## config.mk

```make
export PLATFORM = sky130hd
export DESIGN_NAME = meas_sequencer_flat
export DESIGN_NICKNAME = d
export VERILOG_FILES = /design/src/rtl/meas_seq_pkg.sv /design/src/rtl/meas_seq_if.sv /design/src/rtl/meas_seq_step_table.sv /design/src/rtl/meas_sequencer.sv /design/src/flat_wrapper.sv
export SDC_FILE = /design/constraint.sdc
export NUM_CORES = 1
export LEC_CHECK = 0
export CORE_MARGIN = 10
export CORE_UTILIZATION = 40
export DETAILED_ROUTE_END_ITERATION = 10
export GPL_TIMING_DRIVEN = 0
export PLACE_DENSITY = 0.64
export SETUP_SLACK_MARGIN = 0.2
export SLEW_MARGIN = 5
export SYNTH_ARGS = -nofsm -noshare
export SYNTH_HDL_FRONTEND = slang
export SYNTH_SLANG_ARGS = --single-unit
```

## constraint.sdc

```tcl
create_clock -name clk_12mhz -period 3.3 [get_ports clk_12mhz]
set_clock_uncertainty 0.05 [all_clocks]
set_input_delay 0.495 -clock clk_12mhz [delete_from_list [all_inputs] [get_ports clk_12mhz]]
set_output_delay 0.495 -clock clk_12mhz [all_outputs]
set_load 0.05 [all_outputs]
```

## src/rtl/meas_seq_pkg.sv

```systemverilog
// Shared definitions for the measurement scan sequencer: state codes,
// step-table geometry and the layout of one step-table entry.
package meas_seq_pkg;

  localparam int unsigned N_STEPS = 4;
  localparam int unsigned STEP_W  = 2;
  localparam int unsigned CFG_W   = 16;

  localparam int unsigned SEL_W   = 4;
  localparam int unsigned MU_W    = 3;
  localparam int unsigned DISC_W  = 4;
  localparam int unsigned MEAS_W  = 4;
  localparam int unsigned MCNT_W  = 5;

  localparam logic [2:0] ST_IDLE    = 3'd0;
  localparam logic [2:0] ST_LOAD    = 3'd1;
  localparam logic [2:0] ST_DISCARD = 3'd2;
  localparam logic [2:0] ST_MEASURE = 3'd3;
  localparam logic [2:0] ST_NEXT    = 3'd4;

  // Entry layout, MSB first: [15:12] measure-1, [11:8] discard, [7] mode, [6:4] mu, [3:0] input
  typedef struct packed {
    logic [MEAS_W-1:0] meas_m1;
    logic [DISC_W-1:0] discard;
    logic              count_mode;
    logic [MU_W-1:0]   mu_sel;
    logic [SEL_W-1:0]  input_sel;
  } step_cfg_t;

endpackage

```

## src/rtl/meas_seq_if.sv

```systemverilog
// Control/status bundle between main_ctrl (master) and the scan sequencer (slave).
interface meas_seq_if;
  import meas_seq_pkg::*;

  logic                     cfg_wr;
  logic [STEP_W-1:0]        cfg_addr;
  logic [CFG_W-1:0]         cfg_data;
  logic [STEP_W-1:0]        num_steps;
  logic                     continuous;
  logic                     start;
  logic                     abort;
  logic                     frame_tick;
  logic                     fifo_full;
  logic                     fifo_wr_en;
  logic [SEL_W-1:0]         input_sel;
  logic [MU_W-1:0]          mu_sel;
  logic                     count_mode;
  logic [STEP_W-1:0]        step_idx;
  logic                     busy;
  logic                     done;
  logic                     overflow;
  logic                     cfg_err;

  modport master (
    output cfg_wr, cfg_addr, cfg_data, num_steps, continuous, start, abort,
           frame_tick, fifo_full,
    input  fifo_wr_en, input_sel, mu_sel, count_mode, step_idx, busy, done,
           overflow, cfg_err
  );

  modport slave (
    input  cfg_wr, cfg_addr, cfg_data, num_steps, continuous, start, abort,
           frame_tick, fifo_full,
    output fifo_wr_en, input_sel, mu_sel, count_mode, step_idx, busy, done,
           overflow, cfg_err
  );

endinterface

```

## src/rtl/meas_seq_step_table.sv

```systemverilog
// Step table: N_STEPS x CFG_W register file, synchronous write, asynchronous read.
module meas_step_table
  import meas_seq_pkg::*;
(
  input  logic              clk_12mhz,
  input  logic              rst_sync,
  input  logic              wr_en,
  input  logic [STEP_W-1:0] wr_addr,
  input  logic [CFG_W-1:0]  wr_data,
  input  logic [STEP_W-1:0] rd_addr,
  output logic [CFG_W-1:0]  rd_data
);

  logic [CFG_W-1:0] mem [N_STEPS];

  always_ff @(posedge clk_12mhz or posedge rst_sync) begin
    if (rst_sync) begin
      for (int i = 0; i < int'(N_STEPS); i++) mem[i] <= '0;
    end else if (wr_en) begin
      mem[wr_addr] <= wr_data;
    end
  end

  assign rd_data = mem[rd_addr];

endmodule

```

## src/rtl/meas_sequencer.sv

```systemverilog
// Scan sequencer: per step, select the front end, drop settling frames,
// then gate a fixed number of frame results into the measurement FIFO.
module meas_sequencer
  import meas_seq_pkg::*;
(
  input  logic      clk_12mhz,
  input  logic      rst_sync,
  meas_seq_if.slave bus
);

  logic [2:0]        state_q, state_d;
  logic [STEP_W-1:0] step_q, step_d;
  logic [STEP_W-1:0] last_q, last_d;
  logic              cont_q, cont_d;
  logic [DISC_W-1:0] disc_q, disc_d;
  logic [MCNT_W-1:0] meas_q, meas_d;
  logic [SEL_W-1:0]  sel_q, sel_d;
  logic [MU_W-1:0]   mu_q, mu_d;
  logic              mode_q, mode_d;
  logic              done_q, done_d;
  logic              ovf_q, ovf_d;
  logic              cfg_err_q, cfg_err_d;

  logic              idle;
  logic              tbl_we;
  logic [CFG_W-1:0]  tbl_rd;
  step_cfg_t         entry;

  assign idle   = (state_q == ST_IDLE);
  assign tbl_we = bus.cfg_wr & idle;
  assign entry  = step_cfg_t'(tbl_rd);

  meas_step_table u_table (
    .clk_12mhz (clk_12mhz),
    .rst_sync  (rst_sync),
    .wr_en     (tbl_we),
    .wr_addr   (bus.cfg_addr),
    .wr_data   (bus.cfg_data),
    .rd_addr   (step_q),
    .rd_data   (tbl_rd)
  );

  // State register and all datapath registers
  always_ff @(posedge clk_12mhz or posedge rst_sync) begin
    if (rst_sync) begin
      state_q   <= ST_IDLE;
      step_q    <= '0;
      last_q    <= '0;
      cont_q    <= 1'b0;
      disc_q    <= '0;
      meas_q    <= '0;
      sel_q     <= '0;
      mu_q      <= '0;
      mode_q    <= 1'b0;
      done_q    <= 1'b0;
      ovf_q     <= 1'b0;
      cfg_err_q <= 1'b0;
    end else begin
      state_q   <= state_d;
      step_q    <= step_d;
      last_q    <= last_d;
      cont_q    <= cont_d;
      disc_q    <= disc_d;
      meas_q    <= meas_d;
      sel_q     <= sel_d;
      mu_q      <= mu_d;
      mode_q    <= mode_d;
      done_q    <= done_d;
      ovf_q     <= ovf_d;
      cfg_err_q <= cfg_err_d;
    end
  end

  // Next-state and datapath update; abort overrides everything else
  always_comb begin
    state_d   = state_q;
    step_d    = step_q;
    last_d    = last_q;
    cont_d    = cont_q;
    disc_d    = disc_q;
    meas_d    = meas_q;
    sel_d     = sel_q;
    mu_d      = mu_q;
    mode_d    = mode_q;
    done_d    = 1'b0;
    ovf_d     = ovf_q;
    cfg_err_d = bus.cfg_wr & ~idle;

    if (bus.abort) begin
      state_d = ST_IDLE;
    end else begin
      case (state_q)
        ST_IDLE: begin
          if (bus.start) begin
            state_d = ST_LOAD;
            ovf_d   = 1'b0;
            last_d  = bus.num_steps;
            cont_d  = bus.continuous;
            step_d  = '0;
          end
        end
        ST_LOAD: begin
          sel_d   = entry.input_sel;
          mu_d    = entry.mu_sel;
          mode_d  = entry.count_mode;
          disc_d  = entry.discard;
          meas_d  = MCNT_W'(entry.meas_m1) + MCNT_W'(1);
          state_d = (entry.discard != '0) ? ST_DISCARD : ST_MEASURE;
        end
        ST_DISCARD: begin
          if (bus.frame_tick) begin
            if (disc_q != '0) disc_d = disc_q - DISC_W'(1);
            if (disc_q <= DISC_W'(1)) state_d = ST_MEASURE;
          end
        end
        ST_MEASURE: begin
          if (bus.frame_tick) begin
            if (bus.fifo_full) ovf_d = 1'b1;
            if (meas_q != '0) meas_d = meas_q - MCNT_W'(1);
            if (meas_q <= MCNT_W'(1)) state_d = ST_NEXT;
          end
        end
        ST_NEXT: begin
          if (step_q < last_q) begin
            step_d  = step_q + STEP_W'(1);
            state_d = ST_LOAD;
          end else if (cont_q) begin
            step_d  = '0;
            state_d = ST_LOAD;
          end else begin
            done_d  = 1'b1;
            state_d = ST_IDLE;
          end
        end
        default: state_d = ST_IDLE;
      endcase
    end
  end

  assign bus.fifo_wr_en = bus.frame_tick & (state_q == ST_MEASURE) & ~bus.fifo_full & ~bus.abort;
  assign bus.input_sel  = sel_q;
  assign bus.mu_sel     = mu_q;
  assign bus.count_mode = mode_q;
  assign bus.step_idx   = step_q;
  assign bus.busy       = ~idle;
  assign bus.done       = done_q;
  assign bus.overflow   = ovf_q;
  assign bus.cfg_err    = cfg_err_q;

endmodule

```

## src/flat_wrapper.sv

```systemverilog
// flat-port wrapper written by rule: the top's interface ports become plain ports
module meas_sequencer_flat import meas_seq_pkg::*;
  (clk_12mhz, rst_sync, bus_cfg_wr, bus_cfg_addr, bus_cfg_data, bus_num_steps, bus_continuous, bus_start, bus_abort, bus_frame_tick, bus_fifo_full, bus_fifo_wr_en, bus_input_sel, bus_mu_sel, bus_count_mode, bus_step_idx, bus_busy, bus_done, bus_overflow, bus_cfg_err);
  meas_seq_if bus_i ();
  input  logic clk_12mhz;
  input  logic rst_sync;
  input wire logic [$bits(bus_i.cfg_wr)-1:0] bus_cfg_wr;
  input wire logic [$bits(bus_i.cfg_addr)-1:0] bus_cfg_addr;
  input wire logic [$bits(bus_i.cfg_data)-1:0] bus_cfg_data;
  input wire logic [$bits(bus_i.num_steps)-1:0] bus_num_steps;
  input wire logic [$bits(bus_i.continuous)-1:0] bus_continuous;
  input wire logic [$bits(bus_i.start)-1:0] bus_start;
  input wire logic [$bits(bus_i.abort)-1:0] bus_abort;
  input wire logic [$bits(bus_i.frame_tick)-1:0] bus_frame_tick;
  input wire logic [$bits(bus_i.fifo_full)-1:0] bus_fifo_full;
  output wire logic [$bits(bus_i.fifo_wr_en)-1:0] bus_fifo_wr_en;
  output wire logic [$bits(bus_i.input_sel)-1:0] bus_input_sel;
  output wire logic [$bits(bus_i.mu_sel)-1:0] bus_mu_sel;
  output wire logic [$bits(bus_i.count_mode)-1:0] bus_count_mode;
  output wire logic [$bits(bus_i.step_idx)-1:0] bus_step_idx;
  output wire logic [$bits(bus_i.busy)-1:0] bus_busy;
  output wire logic [$bits(bus_i.done)-1:0] bus_done;
  output wire logic [$bits(bus_i.overflow)-1:0] bus_overflow;
  output wire logic [$bits(bus_i.cfg_err)-1:0] bus_cfg_err;
  assign bus_i.cfg_wr = bus_cfg_wr;
  assign bus_i.cfg_addr = bus_cfg_addr;
  assign bus_i.cfg_data = bus_cfg_data;
  assign bus_i.num_steps = bus_num_steps;
  assign bus_i.continuous = bus_continuous;
  assign bus_i.start = bus_start;
  assign bus_i.abort = bus_abort;
  assign bus_i.frame_tick = bus_frame_tick;
  assign bus_i.fifo_full = bus_fifo_full;
  assign bus_fifo_wr_en = bus_i.fifo_wr_en;
  assign bus_input_sel = bus_i.input_sel;
  assign bus_mu_sel = bus_i.mu_sel;
  assign bus_count_mode = bus_i.count_mode;
  assign bus_step_idx = bus_i.step_idx;
  assign bus_busy = bus_i.busy;
  assign bus_done = bus_i.done;
  assign bus_overflow = bus_i.overflow;
  assign bus_cfg_err = bus_i.cfg_err;
  meas_sequencer u_core (.clk_12mhz(clk_12mhz), .rst_sync(rst_sync), .bus(bus_i));
endmodule
```

# Yosys cells after proc, flatten, opt, wreduce, memory -nomap -nowiden
# Cells that the tools add are included.
# word_totals
regBits	92
word_cells	102
# classes
bitwise_logic	10
add_sub_neg	4
n_lt_le_gt_ge	6
n_eq_ne	16
mux	34
reduce_logical	16
# op_table
operator	n
64-bit bitwise mux	1
16-bit 2-to-1 mux	3
16-bit binary-select mux with 2-bit select	1
16-bit demux with 2-bit select	1
3-bit 2-to-1 mux	7
3-bit one-hot mux with 5 select lines	1
4-bit AND reduction	3
5-bit 2-to-1 mux	2
5-bit one-hot mux with 2 select lines	1
5-bit AND reduction	2
1-bit 2-to-1 mux	9
3-bit inequality test (second input constant)	3
4-bit 2-to-1 mux	2
2-bit inequality test (second input constant)	4
4-bit one-hot mux with 2 select lines	1
2-bit nonzero test	4
4-bit nonzero test	2
3-bit by 2-bit equality test with 1-bit output (second input constant)	2
3-bit >= comparator (second input constant)	2
2-bit 2-to-1 mux	3
3-bit by 2-bit inequality test with 1-bit output (second input constant)	2
2-bit inverter with 3-bit output	2
4-bit by 1-bit adder with 5-bit output (second input constant)	1
1-bit AND	5
other kinds (19)	22

# Longest topological paths before layout
# Gate-level depths: netlist of the first run.
# logic_depth
ltp_word	8
depth_mapped	7
mapped_depth_nobuf	7

# Modules after synthesis
# A second synthesis of the first run with hierarchy kept.
# unflattened
cells_unflattened	332
area_unflattened_um2	4436.8
# modules_own_cells
module	cells_per_inst	instances	area_per_inst_um2
meas_step_table	157	1	2797.7
meas_sequencer	175	1	1639.1

# Least setup slack after synthesis of the first run
# Ideal clock, no wire load.
# synth_path
path_type	reg2out
from	reg u_core.state_q[1]
to	out bus_fifo_wr_en
setup_slack_ns	0.149
arrival_time_ns	2.606
stages_incl_launch_ff	4
path_buffers	1
path_cell_list	dfrtp_1 clkbuf_1 nand3b_1 nor4b_1
# synth_between
elab_chain_len	4
# synth_lines
element	line_no	rtl
start: declaration	meas_sequencer.sv:11	logic [2:0] state_q, state_d;
start signal: assignment	meas_sequencer.sv:59	state_q <= state_d;
3-bit by 2-bit equality test with 1-bit output	meas_sequencer.sv:140	assign bus.fifo_wr_en = bus.frame_tick & (state_q == ST_MEASURE) & ~bus.fifo_full & ~bus.abort;
1-bit AND (3 in series)	meas_sequencer.sv:140	
end: declaration	flat_wrapper.sv:16	output wire logic [$bits(bus_i.fifo_wr_en)-1:0] bus_fifo_wr_en;
# Every way passes these cells.

# Worst setup path after layout of the first run
# Same ends and word-level chain as after synthesis.

==> results of run 1 <==
[metrics by stage]
| step | total power, mW | util (%) |
|---|---|---|
| finish | 4.155 | 48.48 |
| CTS | 4.195 | 48.52 |
| global placement | 3.324 | 46.30 |
| floorplan | 2.966 | - |
| global route | 4.427 | 48.48 |
| detailed placement | 3.392 | 46.58 |
[cells in the final DEF (no fill, tap or decap), types with 2 or more instances in the layout]
master	count
sky130_fd_sc_hd__mux4_1	7
sky130_fd_sc_hd__nand2b_1	4
sky130_fd_sc_hd__nand2_2	2
sky130_fd_sc_hd__o21ai_0	10
sky130_fd_sc_hd__clkdlybuf4s50_1	40
sky130_fd_sc_hd__ha_1	7
sky130_fd_sc_hd__a21oi_1	9
sky130_fd_sc_hd__a31oi_1	3
sky130_fd_sc_hd__mux2_2	75
sky130_fd_sc_hd__clkinvlp_4	2
sky130_fd_sc_hd__nor3_1	9
sky130_fd_sc_hd__nand3_1	2
sky130_fd_sc_hd__nor2_1	13
sky130_fd_sc_hd__nor3b_1	3
sky130_fd_sc_hd__nor4b_2	2
sky130_fd_sc_hd__clkbuf_1	4
sky130_fd_sc_hd__dfrtp_1	92
sky130_fd_sc_hd__clkbuf_8	11
sky130_fd_sc_hd__mux4_2	9
sky130_fd_sc_hd__nor3_4	2
sky130_fd_sc_hd__nand2_1	7
sky130_fd_sc_hd__buf_2	7
sky130_fd_sc_hd__inv_1	9
sky130_fd_sc_hd__a211oi_1	2
sky130_fd_sc_hd__buf_6	2
[repair_timing]
| item | in CTS | in global routing |
|---|---|---|
| resized for setup | 1 | 3 |
| endpoints found under the setup margin | 1 | 1 |
| pin swaps | 0 | 0 |
[critical path, stage by stage (launching register included)]
cell,delay (ns)
sky130_fd_sc_hd__dfrtp_1,0.40
sky130_fd_sc_hd__clkbuf_1,0.36
sky130_fd_sc_hd__nand3b_1,0.39
sky130_fd_sc_hd__nor4b_2,0.31
sky130_fd_sc_hd__clkbuf_2,0.32
[registers in the layout, summed over array words and instances (netlist names)]
signal and flops:
u_core.u_table.mem 64, u_core.meas_q 5, u_core.bus.cfg_err 1, u_core.bus.input_sel 4
u_core.disc_q 4, u_core.bus.overflow 1, u_core.bus.done 1, u_core.cont_q 1
u_core.state_q 3, u_core.bus.count_mode 1, u_core.bus.step_idx 2, u_core.last_q 2
u_core.bus.mu_sel 3
[per-layer routing]
metal | up-vias | wire length [um]
met3 | 11 | 236
li1 | 1276 | -
met2 | 40 | 4411
met5 | - | 0
met4 | 0 | 136
met1 | 1410 | 4326
[where the power goes]
group          internal [mW]  total (mW)  switching, mW
Clock                  0.393       0.799          0.406
Combinational          0.770        1.48          0.710
Sequential              1.61        1.88          0.262
Total                   2.78        4.16           1.38
[area by class of cell]
cell class,count,area [um2],area share (%)
inverter,10,40.04,0.7652
sequential,92,2302,44.00
clock inverter,5,58.81,1.124
clock buffer,11,151.4,2.893
multi-input combinational,197,1992,38.07
tap,140,175.2,3.348
timing repair buffer,42,432.9,8.274
buffer,14,80.08,1.530
[cells by family (layout without fill, tap and decap cells)]
kind of cell	Yosys count	count (layout)
multiplexers	92	92
flip-flops	92	92
AND/OR/NAND/NOR	58	58
AO/OA/AOI/OAI	38	38
buffers and inverters	24	82
adder cells (fa/ha/maj)	7	7
XOR/XNOR	2	2
[worst min-delay path by stage]
stage	start	to	slack, ns	cells past startpoint
finish	u_core.cont_q	u_core.bus.done	0.42	1
global route	u_core.cont_q	u_core.bus.done	0.45	1
CTS	u_core.cont_q	u_core.bus.done	0.43	1
detailed placement	u_core.cont_q	u_core.bus.done	0.42	1
global placement	u_core.cont_q	u_core.bus.done	0.42	1
floorplan	u_core.cont_q	u_core.bus.done	0.37	1
==> impl.org, run 1 <==
** Placed design
- Final RePlAce weighted congestion :: between 0.7 and 0.8
- Post-detailed-placement cell area :: 0.005027 mm2
- Pre-CTS worst setup slack :: 0.4698 ns
- Placed cell count :: around 500
- Summed over all nets, the half-perimeter wirelength after detailed placement is around 6400 um.
- Number of port buffers :: 41

** Global routing
- Antenna violations before repair :: 0
- The total overflow left after global routing is 0.
- Entering global routing, the biggest net connects 52 pins.
- First-pass GRT wire length :: 15360 um
- GR Util met1 :: 15.66%
- Met3 Track Usage GR :: 2.239%
- Layer carrying the most global-route usage :: met2
- The number of global-route vias before repair came to 2912.
- Global routing used 19.32% of the available met2 tracks.
- For this run, the total global-route usage over all layers was measured as 12.07%.

** STA
- Across all hold checks on the routed design, the worst slack comes to 0.4240 ns.
- Timing would allow up to 372.0 MHz.
- RSZ-0062 raised after global routing :: no
- Final hold vios :: 0
- The final count of pins violating max slew was 0.
- Post-layout worst setup margin :: about 0.6 ns
- Setup violations remaining at the end of the flow were counted as 0.
- Final clock period utilization by the worst path :: 81.47%
- Fin Setup TNS :: 0 ns
- At the pin with the least slew margin, the transition time is 0.6905 ns.
- Final Critical Period :: 2.688 ns
- Measured against its own limit, the worst slew margin works out to 53.97%.

** Drt
- In the routed layout, each cell is associated on average with a via count of 5.356.
- Total number of vias :: between 2000 and 3000
- Once detail routing completed, the nets flagged for antenna violations numbered 0.
- Total wire length :: 9110 um
- After detailed routing, the average wire length per cell comes to 17.83 um.
- Residual DRC count :: 0
- For this block, the initial DRC count from the detailed router was 143.
- First-pass iteration count of the detailed router :: 4

** Power and ir drop
- Leakage power total :: 2.178 nW
- In this run the power density over the cells is 794.1 mW/mm2.
- Across the VDD grid, the largest voltage drop is between 400 and 500 uV.

** Clock network
- Num CTS Buffers :: 9
- The clock reaches the later pin of the worst-skew pair after approximately 0.37 ns.
- Hold repair after CTS inserted 0 buffers.
- TritonCTS built the clock tree.
- Number of clock sinks :: 92
- Clock-pin slew reported for the worst setup and hold paths after clock tree synthesis :: 0.08 ns
- Worst-case clock buffer depth :: 2
- H-Tree Level Count :: 3
- Root Buffer :: sky130_fd_sc_hd__clkbuf_8
- Number of buffers added for setup after CTS :: 0

** Yosys
- In this run, distinct cell masters in the synthesized netlist total between 50 and 60.
- Synthesized netlist cell count :: 313
- Among all flip-flop cells after synthesis, the most frequent one is sky130_fd_sc_hd__dfrtp_1.
- Adder-cell share of the synthesized area :: 1.988%
- Leading post-synthesis cells by instance count :: sky130_fd_sc_hd__dfrtp_1 (92), sky130_fd_sc_hd__mux2_2 (75), sky130_fd_sc_hd__nor2_1 (13), sky130_fd_sc_hd__inv_1 (10), sky130_fd_sc_hd__o21ai_0 (10)
- Number of synthesized flops with an enable pin :: 0
- The synthesized netlist devotes 5.964% of its cell area to compound gates.
- Post-synthesis share of cell area spent on and, or, nand and nor gates :: between 8 and 9%
- By area the synthesized netlist is led by sky130_fd_sc_hd__dfrtp_1 (52%), sky130_fd_sc_hd__mux2_2 (19%), sky130_fd_sc_hd__mux4_2 (4.6%), sky130_fd_sc_hd__mux4_1 (4.2%), sky130_fd_sc_hd__ha_1 (2.0%).
- Main combinational cell family by area after synthesis :: multiplexers
- After synthesis the netlist holds a flip-flop and latch count of 92.
- The synthesized netlist occupies a cell area of 0.004405 mm2.
- Sequential cells were found to cover 52.26% of the synthesized design area.
- Proportion of synthesized flip-flops having asynchronous set or reset :: 100.0%
- Syn Nets :: 348
- Cell accounting for the most synthesized area :: sky130_fd_sc_hd__dfrtp_1
- In this run the mean area of a mapped cell was 14.08 um2.
- Most instantiated library cell after synthesis :: sky130_fd_sc_hd__dfrtp_1
- The Yosys step of the flow raised 0 warnings.
- Of the post-synthesis cell area, the dominant cell type holds 52.26%.
- Share of synthesized area spent on multiplexers :: 28.17%
- The synthesized netlist devotes less than 1% of its cell area to XOR and XNOR gates.

** Critical path
- Required time worst endpoint :: 2.75 ns
- Length in cells of the worst reg-to-reg path :: 5
- R2r startpoint :: u_core.bus.step_idx[1]
- Launch point of the critical path :: u_core.state_q[1]
- Worst reg2reg setup slack :: 1.11 ns
- STA classifies the critical path startpoint as a flop.
- At the worst endpoint, the arrival time is 2.14 ns.
- The worst setup path is of the reg -> out kind.
- The worst setup path is captured at a primary output.
- Critical Path End :: bus_fifo_wr_en
- The endpoint identified for the worst register-to-register timing path is u_core.meas_q[2].
- Crit path max fanout :: 10

** Cells and area
- The net count of the finished layout is 401.
- Area overhead of the layout relative to synthesis :: 18.77%
- Final instance area :: 0.005233 mm2
- The number of antenna diodes in the final layout is 0.
- In the final layout, the share of cells above drive strength 1 is 34.23%.
- Counting the fill cells in the layout gives approximately 950.
- Number of cells in the finished layout apart from fillers :: 511

** Status
- The flow ran to the end, and the final reports show no timing, DRC or antenna violations.

** Floorplanning
- The core region is 0.01079 mm2.
- From left edge to right edge, the die measures 124.9 um.
- During I/O placement, the number of pins put on the boundary was 43.
- Initial cell density of the core :: 40.82%
- Number of cell rows :: 38
- The die is about 120 um tall.
- The floorplan step defined a die boundary enclosing 0.01561 mm2.

** Min path
- Type of the worst min-delay path :: reg -> reg

** Run
- The tool flagged a number of max-cap violations equal to 0.
No activity file was read; power rests on OpenSTA's default activity.
==> run 2: changes to the inputs <==
==> constraint.sdc (replaced) <==
create_clock -name clk_12mhz -period 2.79 [get_ports clk_12mhz]
set_clock_uncertainty 0.05 [all_clocks]
set_input_delay 0.4185 -clock clk_12mhz [delete_from_list [all_inputs] [get_ports clk_12mhz]]
set_output_delay 0.4185 -clock clk_12mhz [all_outputs]
set_load 0.05 [all_outputs]
==> run 2 against run 1 <==
Net effect: global-route usage hardly changed; largest power group unchanged; non-clock buffer count increased by 2; via count grew 0.15%; final area is 0.43% higher; utilization is 0.21 points higher; cell count increased by 0.39%; sequential power up 18%; sequential share of layout area down 0.19 points; power grew 18%; register-to-register slack worse by 0.55 ns; die area unchanged; worst hold slack lost 0.045 ns.
==> impl.org, run 2 (synthesis results as in run 1) <==
** Drt
- The total wire length after detailed routing came to 9282 um (was 9110 um).
- The number of iterations in the first detailed-routing pass is 4 (unchanged).
- The routed via count divided by cell count is 5.343 (was 5.356).
- Detailed router's first-iteration violation count :: 122 (was 143)
- Total number of vias :: 2741 (was 2737)
- Post-route antenna net violation count :: 0 (unchanged)
- Residual DRC count :: 0 (unchanged)
- DR WL/cell :: 18.09 um (was 17.83 um)

** Global routing
- The number of global-route vias before repair was 2975 (was 2912).
- First-pass GRT wire length :: 15640 um (was 15360 um)
- Combined global-route utilization of all metal layers :: 12.05% (was 12.07%)
- The aggregate global routing overflow is 0 (unchanged).
- The initial antenna violation count was 0 (unchanged).
- The largest net degree at the start of global routing is 35 (was 52).

** Power and ir drop
- The design internal power was 3.255 mW (was 2.777 mW).
- The leakage power came to 2.187 nW (was 2.178 nW).
- The combinational share of power is 35.8% (was 35.6%).
- The maximum vdd ir drop is 537.3 uV (was 408.5 uV).
- The total power divided by cell area is 936.9 mW/mm2 (was 794.1 mW/mm2).
- The post-route total power came to 4.923 mW (was 4.155 mW).
- Seq pwr share :: 45.2% (about the same)
- Clock network fraction of total power :: 19.0% (was 19.2%)
- The switching power came to 1.668 mW (was 1.378 mW).
- Proportion of total power due to net switching :: 33.89% (was 33.16%)

** Floorplanning
- Die Outline Area :: 0.01561 mm2 (unchanged)
- Number of cell rows :: 38 (unchanged)
- The core box area was 0.01079 mm2 (unchanged).
- Die height :: 124.9 um (unchanged)
- The initial core utilization came to 40.82% (unchanged).
- The count of boundary I/O pins is 43 (unchanged).
- The width of the chip came to 124.9 um (unchanged).

** STA
- Final hold vios :: 0 (unchanged)
- Post-layout worst setup margin :: 0.3364 ns (was 0.6115 ns)
- The sum of negative setup slack is 0 ns (unchanged).
- Based on the critical path, the design can be clocked at up to 407.6 MHz.
- The final critical path takes up 87.94% of the cycle.
- The total setup violations reported at the end of the flow is 0 (unchanged).
- RSZ-0062 raised after global routing :: no (unchanged)
- Worst slew slack as a fraction of its limit :: 47.38% (was 53.97%)
- The final count of pins violating max slew was 0 (unchanged).
- Final Critical Period :: 2.454 ns
- The slew at the pin closest to its max-slew limit is 0.7876 ns (was 0.6905 ns).

** Clock network
- H-Tree Level Count :: 3 (unchanged)
- The number of hold buffers added after cts was 0 (unchanged).
- The clock sink total came to 92 (unchanged).
- The clock latency at the later pin of the worst-skew pair came to 0.36 ns (was 0.37 ns).
- Worst-case clock buffer depth :: 2 (unchanged)
- The total CTS buffers was 9 (unchanged).
- The CTS tree is yes (unchanged).
- Clock-pin slew reported for the worst setup and hold paths after clock tree synthesis :: 0.09 ns (was 0.08 ns)
- Root Buffer :: sky130_fd_sc_hd__clkbuf_8 (unchanged)

** Critical path
- Series of cell instances along the critical path: nor3_4 > inv_1 > clkdlybuf4s50_1 (was clkbuf_1 > nand3b_1 > nor4b_2 > clkbuf_2).
- The data arrival time of the critical path came to 1.99 ns (was 2.14 ns).
- Crit start category :: flop (unchanged)
- Worst Setup Path Type :: reg -> out (unchanged)
- The data required time of the critical path is 2.32 ns (was 2.75 ns).
- The cell with the largest stage delay on the worst path is sky130_fd_sc_hd__clkdlybuf4s50_1 (was sky130_fd_sc_hd__dfrtp_1).
- The peak per-stage delay on the critical path came to 0.71 ns (was 0.40 ns).
- The largest driver fanout on the critical path is 7 (was 10).
- Nature of the critical path endpoint :: primary output (unchanged)

** Placed design
- Pre-CTS worst setup slack :: 0.06131 ns (was 0.4698 ns)
- The number of buffers added on ports came to 41 (unchanged).
- Placed cell count :: 496 (was 495)
- The last weighted congestion value of the routability-driven placer was 0.7987 (was 0.7691).
- DP Wirelength :: 6590 um (was 6420 um)

** Status
- Run status :: complete, no violations (unchanged)

** Cells and area
- Area overhead of the layout relative to synthesis :: 19.28% (was 18.77%)
- Share of cells above drive strength 1 :: 34.85% (was 34.23%)
- The largest register by flop count is u_core.u_table.mem (unchanged).
- Antenna cells :: 0 (unchanged)
- The number of flip-flops under the largest register name came to 64 (unchanged).
- The post-route non-filler standard cell count is 513 (was 511).
- The number of nets in the final layout is 403 (was 401).
- Layout fillers :: 928 (was 946)
- Most common cell after layout, fill and taps aside :: sky130_fd_sc_hd__dfrtp_1 (unchanged)
- Top library cells by usage in the layout, fill and taps aside: sky130_fd_sc_hd__dfrtp_1 (92), sky130_fd_sc_hd__mux2_2 (75), sky130_fd_sc_hd__clkdlybuf4s50_1 (40) (unchanged).
- Top Registers :: u_core.u_table.mem (64), u_core.meas_q (5) (unchanged)
- Util after Layout :: 48.69% (was 48.48%)

** Run
- Max-capacitance violation count :: 0 (unchanged)

** Min path
- The class of the worst hold path is in -> reg (was reg -> reg).
==> run 2: cell types whose count changed in the layout (fill, tap and decap cells not counted) <==
| cell | previous run | this run |
|---|---|---|
| sky130_fd_sc_hd__buf_12 | 0 | 2 |
| sky130_fd_sc_hd__clkbuf_8 | 11 | 9 |
| sky130_fd_sc_hd__inv_6 | 1 | 3 |
| sky130_fd_sc_hd__buf_16 | 1 | 0 |
| sky130_fd_sc_hd__buf_4 | 1 | 2 |
| sky130_fd_sc_hd__clkbuf_1 | 4 | 3 |
| sky130_fd_sc_hd__clkdlybuf4s15_2 | 0 | 1 |
| sky130_fd_sc_hd__inv_4 | 1 | 0 |
| sky130_fd_sc_hd__inv_8 | 0 | 1 |
==> run 2: metrics by stage <==
stage | area, um2 | hold slack (ns)
2_1_floorplan | 4415 | 0.3672
3_3_place_gp | 5001 | 0.4227
3_5_place_dp | 5041 | 0.4188
4_1_cts | 5254 | 0.3653
5_1_grt | 5255 | 0.4251
6_report | 5255 | 0.3789
==> run 2: area by class of cell <==
type	instances	area (um2)	share of cell area, %
Sequential cell	92	2302	43.81
Multi-Input combinational cell	197	1992	37.90
Timing Repair Buffer	44	459.2	8.738
Tap cell	140	175.2	3.333
Clock buffer	9	123.9	2.357
Buffer	14	81.33	1.548
Clock inverter	7	80.08	1.524
Inverter	10	41.29	0.7857
==> run 2: routing by layer <==
layer | track usage (%) | vias to the layer above | wire [um]
li1 | - | 1275 | -
met1 | 15.41 | 1407 | 4380
met2 | 19.85 | 45 | 4496
met3 | 3.126 | 14 | 314
met4 | 3.184 | 0 | 92
met5 | 0 | - | 0
==> run 2: critical path, delay by kind of cell, from the launching register on <==
family | cells | cell delay [ns]
and+or+nand+nor | 1 | 0.38
buffers and inverters | 2 | 0.78
DFF | 1 | 0.46
==> run 2: path summary, 6_finish.rpt <==
check	endpoint	cells past startpoint	slack [ns]	from
min in group asynchronous	u_core.u_table.mem[9]	2	0.49	rst_sync
setup / recovery	bus_busy	3	0.34	u_core.state_q[0]
hold / removal	u_core.state_q[0]	2	0.38	bus_abort
hold reg to reg	u_core.bus.done	1	0.43	u_core.cont_q
max in group asynchronous	u_core.u_table.mem[62]	3	1.59	rst_sync
setup reg to reg	u_core.meas_q[2]	5	0.56	u_core.bus.step_idx[0]
==> run 2: what timing repair did <==
item / CTS / global route
pin swaps: 1 / 0
resized for setup: 4 / 2
endpoints found under the setup margin: 1 / 1
buffers inserted: 1 / 0
==> run 2: power groups by stage <==
stage                     combinational, mW  sequential (mW)  clock [mW]
after floorplan                        1.13             2.38           0
after global placement                 1.72             2.22           0
after detailed placement               1.78             2.25           0
after CTS                              1.79             2.22       0.966
after global routing                   1.93             2.30        1.02
final                                  1.76             2.22       0.937
==> run 3: changes to the inputs <==
--- a/config.mk
+++ b/config.mk
@@ -14,4 +14,5 @@
 export SLEW_MARGIN = 5
 export SYNTH_ARGS = -nofsm -noshare
 export SYNTH_HDL_FRONTEND = slang
+export SYNTH_HIERARCHICAL = 1
 export SYNTH_SLANG_ARGS = --single-unit
==> run 3 against run 2 <==
Net effect: fmax decreased by 2.6%; critical endpoint is now u_core/state_q[0]; wire length is 0.25% higher; register-to-register slack worse by 0.29 ns; worst hold slack lost 0.17 ns; count of clock-buffer cells in the layout grew 1; die area grew 0.60%; largest cell class unchanged; non-clock buffer count grew 6; power grew 3.0%.
==> impl.org, run 3 <==
** STA
- Final Critical Period :: 2.520 ns (was 2.454 ns)
- The timing-limited maximum frequency was 396.8 MHz (was 407.6 MHz).
- Total of endpoints with negative setup slack in the final report :: 0 (unchanged)
- The final count of pins violating max slew came to 0 (unchanged).
- The tightest hold margin came to 0.2103 ns (was 0.3789 ns).
- Final clock period utilization by the worst path :: 90.33% (was 87.94%)
- The final hold violation count is 0 (unchanged).
- The worst relative slew slack is 27.19% (was 47.38%).
- Fin Setup TNS :: 0 ns (unchanged)
- RSZ-0062 raised after global routing: yes (was no).
- The slew at the pin closest to its max-slew limit is 1.091 ns (was 0.7876 ns).

** Global routing
- Pin count of the biggest net entering global routing :: 37 (was 35)
- Antenna violations before repair :: 0 (unchanged)
- Met2 Use GR :: 19.13% (was 19.85%)
- First-pass GRT wire length :: 15750 um (was 15640 um)
- The global-route usage over all layers was 12.19% (was 12.05%).
- The aggregate global routing overflow was 0 (unchanged).
- GR Util met1 :: 15.96% (was 15.41%)
- The number of global-route vias before repair came to 2977 (was 2975).
- Layer carrying the most global-route usage :: met2 (unchanged)
- Met3 Track Usage GR :: 2.831% (was 3.126%)

** Clock network
- The root buffer cell was sky130_fd_sc_hd__clkbuf_8 (unchanged).
- The maximum level of the CTS H-tree is 3 (unchanged).
- Total of hold buffers inserted after clock tree synthesis :: 0 (unchanged)
- The clock latency at the later pin of the worst-skew pair is 0.35 ns (was 0.36 ns).
- The clock sink total was 92 (unchanged).
- The total CTS buffers was 9 (unchanged).
- The CTS tree was yes (unchanged).
- The maximum count of clock buffers along a single path was 2 (unchanged).
- Clock-pin slew reported for the worst setup and hold paths after clock tree synthesis :: 0.09 ns (about the same)

** Drt
- Residual DRC count :: 0 (unchanged)
- Detailed router's first-iteration violation count :: 181 (was 122)
- The wire length per cell after detailed routing is 17.36 um (was 18.09 um).
- The post-route antenna net violation count is 0 (unchanged).
- First-pass iteration count of the detailed router :: 4 (unchanged)
- Total number of vias :: 2823 (was 2741)
- The total wire length after detailed routing came to 9305 um (was 9282 um).
- The routed via count divided by cell count is 5.267 (was 5.343).

** Yosys
- The main flop type after synthesis is sky130_fd_sc_hd__dfrtp_1 (unchanged).
- Most instantiated library cell after synthesis :: sky130_fd_sc_hd__dfrtp_1 (unchanged)
- Leading post-synthesis cells by instance count :: sky130_fd_sc_hd__dfrtp_1 (92), sky130_fd_sc_hd__mux2_2 (67), sky130_fd_sc_hd__nand2_1 (27), sky130_fd_sc_hd__mux4_2 (16), sky130_fd_sc_hd__o21ai_0 (14) (was sky130_fd_sc_hd__dfrtp_1 (92), sky130_fd_sc_hd__mux2_2 (75), sky130_fd_sc_hd__nor2_1 (13), sky130_fd_sc_hd__inv_1 (10), sky130_fd_sc_hd__o21ai_0 (10))
- Top cells by area in the synthesized netlist: sky130_fd_sc_hd__dfrtp_1 (52%), sky130_fd_sc_hd__mux2_2 (17%), sky130_fd_sc_hd__mux4_2 (8.1%), sky130_fd_sc_hd__nand2_1 (2.3%), sky130_fd_sc_hd__ha_1 (2.0%) (was sky130_fd_sc_hd__dfrtp_1 (52%), sky130_fd_sc_hd__mux2_2 (19%), sky130_fd_sc_hd__mux4_2 (4.6%), sky130_fd_sc_hd__mux4_1 (4.2%), sky130_fd_sc_hd__ha_1 (2.0%)).
- The number of distinct standard cells referenced by the synthesized netlist came to 54 (unchanged).
- The average cell area after synthesis came to 13.36 um2 (was 14.08 um2).
- Syn Nets :: 367 (was 348)
- Cell area after synthesis :: 0.004437 mm2 (was 0.004405 mm2)
- The share of synthesized flip-flops with an asynchronous set or reset came to 100.0% (unchanged).
- Number of synthesized flops with an enable pin :: 0 (unchanged)
- The synthesized-area fraction occupied by adder cells was 1.974% (was 1.988%).
- Main combinational cell family by area after synthesis :: multiplexers (unchanged)
- The top cell type's share of synthesized area came to 51.89% (was 52.26%).
- Synth Area in XOR/XNOR :: 0.3948% (was 0.3976%)
- The number of register bits inferred by synthesis was 92 (unchanged).
- Post-synthesis share of cell area spent on and, or, nand and nor gates :: 9.814% (was 8.549%)
- The multiplexer fraction of the synthesized cell area was 25.13% (was 28.17%).
- The sequential share of the synthesized area was 51.89% (was 52.26%).
- The post-synthesis instance total is 332 (was 313).
- The biggest area consumer among synthesized cells is sky130_fd_sc_hd__dfrtp_1 (unchanged).
- YS warnings :: 6 (was 0)
- The synthesized-area fraction occupied by ao, oa, aoi and oai cells came to 7.417% (was 5.964%).

** Critical path
- The kind of start point of the critical path was a flop (unchanged).
- Series of cell instances along the critical path :: buf_6 > buf_6 > mux4_2 > or4_1 > o311a_1 > a211oi_1 (was nor3_4 > inv_1 > clkdlybuf4s50_1)
- The nature of the critical path endpoint was a flop (was primary output).
- Crit-path max cell delay :: 0.57 ns (was 0.71 ns)
- Buf+Inv Stages, Crit Path :: 2 (unchanged)
- The cell class contributing the biggest share of worst-path delay is multiplexers (was buffers and inverters).
- The start-to-end type of the worst setup path is reg -> reg (was reg -> out).
- The most numerous cell type found on the critical path is sky130_fd_sc_hd__buf_6.
- The largest driver fanout on the critical path was 10 (was 7).
- The cell with the largest stage delay on the worst path was sky130_fd_sc_hd__mux4_2 (was sky130_fd_sc_hd__clkdlybuf4s50_1).
- Required time worst endpoint :: 3.00 ns (was 2.32 ns)
- The data arrival time of the critical path came to 2.73 ns (was 1.99 ns).

** Cells and area
- The utilization of the core after routing was 48.73% (was 48.69%).
- The final antenna diode count is 0 (unchanged).
- The area growth from synthesis to final layout came to 19.06% (was 19.28%).
- Most common cell after layout, fill and taps aside :: sky130_fd_sc_hd__dfrtp_1 (unchanged)
- Top library cells by usage in the layout, fill and taps aside :: sky130_fd_sc_hd__dfrtp_1 (90), sky130_fd_sc_hd__mux2_2 (67), sky130_fd_sc_hd__clkdlybuf4s50_1 (39) (was sky130_fd_sc_hd__dfrtp_1 (92), sky130_fd_sc_hd__mux2_2 (75), sky130_fd_sc_hd__clkdlybuf4s50_1 (40))
- The multi-input logic area was 0.001984 mm2 (was 0.001992 mm2).
- # nets final :: 427 (was 403)
- Share of cells above drive strength 1 :: 34.09% (was 34.85%)
- The largest register by flop count was u_core/u_table/mem (was u_core.u_table.mem).
- Final instance area :: 0.005283 mm2 (was 0.005255 mm2)
- Layout fillers :: 973 (was 928)
- Top Registers: u_core/u_table/mem (64), u_core/meas_q (5) (was u_core.u_table.mem (64), u_core.meas_q (5)).
- Footprint of the flip-flops and latches :: 0.002305 mm2 (was 0.002302 mm2)
- The number of flip-flops under the largest register name came to 64 (unchanged).

** Floorplanning
- The die area is 0.01571 mm2 (was 0.01561 mm2).
- Initial cell density of the core :: 40.93% (was 40.82%)
- Area inside the core boundary :: 0.01084 mm2 (was 0.01079 mm2)
- The width of the chip is 125.3 um (was 124.9 um).
- The placement row count came to 38 (unchanged).
- Number of top-level pins :: 43 (unchanged)
- The height of the die came to 125.3 um (was 124.9 um).

** Placed design
- The last weighted congestion value of the routability-driven placer was 0.8430 (was 0.7987).
- Post-detailed-placement cell area :: 0.005051 mm2 (was 0.005041 mm2)
- DP Wirelength :: 6704 um (was 6590 um)
- Number of port buffers :: 41 (unchanged)

** Run
- Max-capacitance violation count :: 0 (unchanged)

** Power and ir drop
- The total power divided by cell area is 960.1 mW/mm2 (was 936.9 mW/mm2).
- Largest voltage drop on the vdd net :: 294.9 uV (was 537.3 uV)
- Leakage power total :: 2.245 nW (was 2.187 nW)
- Total power consumption of the routed design :: 5.072 mW (was 4.923 mW)

** Min path
- Type of the worst min-delay path :: in -> reg (unchanged)

** Status
- Run status :: complete, no violations (unchanged)
[run 3: final timing paths]
path / startpoint / to / slack [ns] / cells after the start
max in group asynchronous: rst_sync / u_core/bus.step_idx[1] / 1.32 / 2
worst max-delay path: u_core/bus.step_idx[0] / u_core/state_q[0] / 0.27 / 6
worst max register to register: u_core/bus.step_idx[0] / u_core/state_q[0] / 0.27 / 6
min in group asynchronous: rst_sync / u_core/u_table/mem[18] / 0.44 / 2
worst min-delay path: bus_abort / u_core/state_q[1] / 0.21 / 2
worst min register to register: u_core/cont_q / u_core/bus.done / 0.41 / 1
[run 3: metrics by stage]
| stage | cells | worst slack, ns |
|---|---|---|
| final | 536 | 0.2699 |
| after global routing | 536 | 0.1212 |
| after CTS | 530 | 0.2237 |
| after detailed placement | 514 | 0.1116 |
| after global placement | 513 | -0.3748 |
| after floorplan | 332 | 0.2119 |
[run 3: cell families (layout without fill, tap and decap cells)]
family / count (synthesis) / count (layout)
XOR/XNOR: 2 / 2
AND/OR/NAND/NOR: 74 / 74
adder cells (fa/ha/maj): 7 / 7
AO/OA/AOI/OAI: 48 / 48
multiplexers: 83 / 83
flip-flops: 92 / 92
buffers and inverters: 26 / 90
[run 3: per-layer routing]
layer / share of wire, % / vias up
met1: 47 / 1426
met2: 48 / 45
li1: - / 1342
met4: 1.8 / 0
met5: 0 / -
met3: 3.6 / 10
[run 3: worst reg2reg max path: cells and delay by family (launching register included)]
family	cells	cell delay [ns]
multiplexers	1	0.57
AND/OR/NAND/NOR	1	0.53
buffers and inverters	2	0.36
AO/OA/AOI/OAI	2	0.53
flip-flops	1	0.39
[run 3: timing repair]
item / 4_1_cts / 5_1_grt
setup buffers: 1 / 6
gates resized for setup: 9 / 2
endpoints found under the setup margin: 3 / 12
[run 3: layout make-up]
type	count	area share (%)
flip-flops and latches	92	43.63
multi-input cells	214	37.57
repair buffers	49	9.072
well taps	140	3.316
clock buffers	10	2.605
plain buffers	15	2.345
inverters	11	0.7816
clock inverters	5	0.6869
[run 3: report_power, final]
| group | leakage (nW) | internal [mW] | switching (mW) |
|---|---|---|---|
| combinational | 1.03 | 1.01 | 0.942 |
| sequential | 1.12 | 1.95 | 0.358 |
| clock | 0.0925 | 0.347 | 0.463 |
| total | 2.24 | 3.31 | 1.76 |
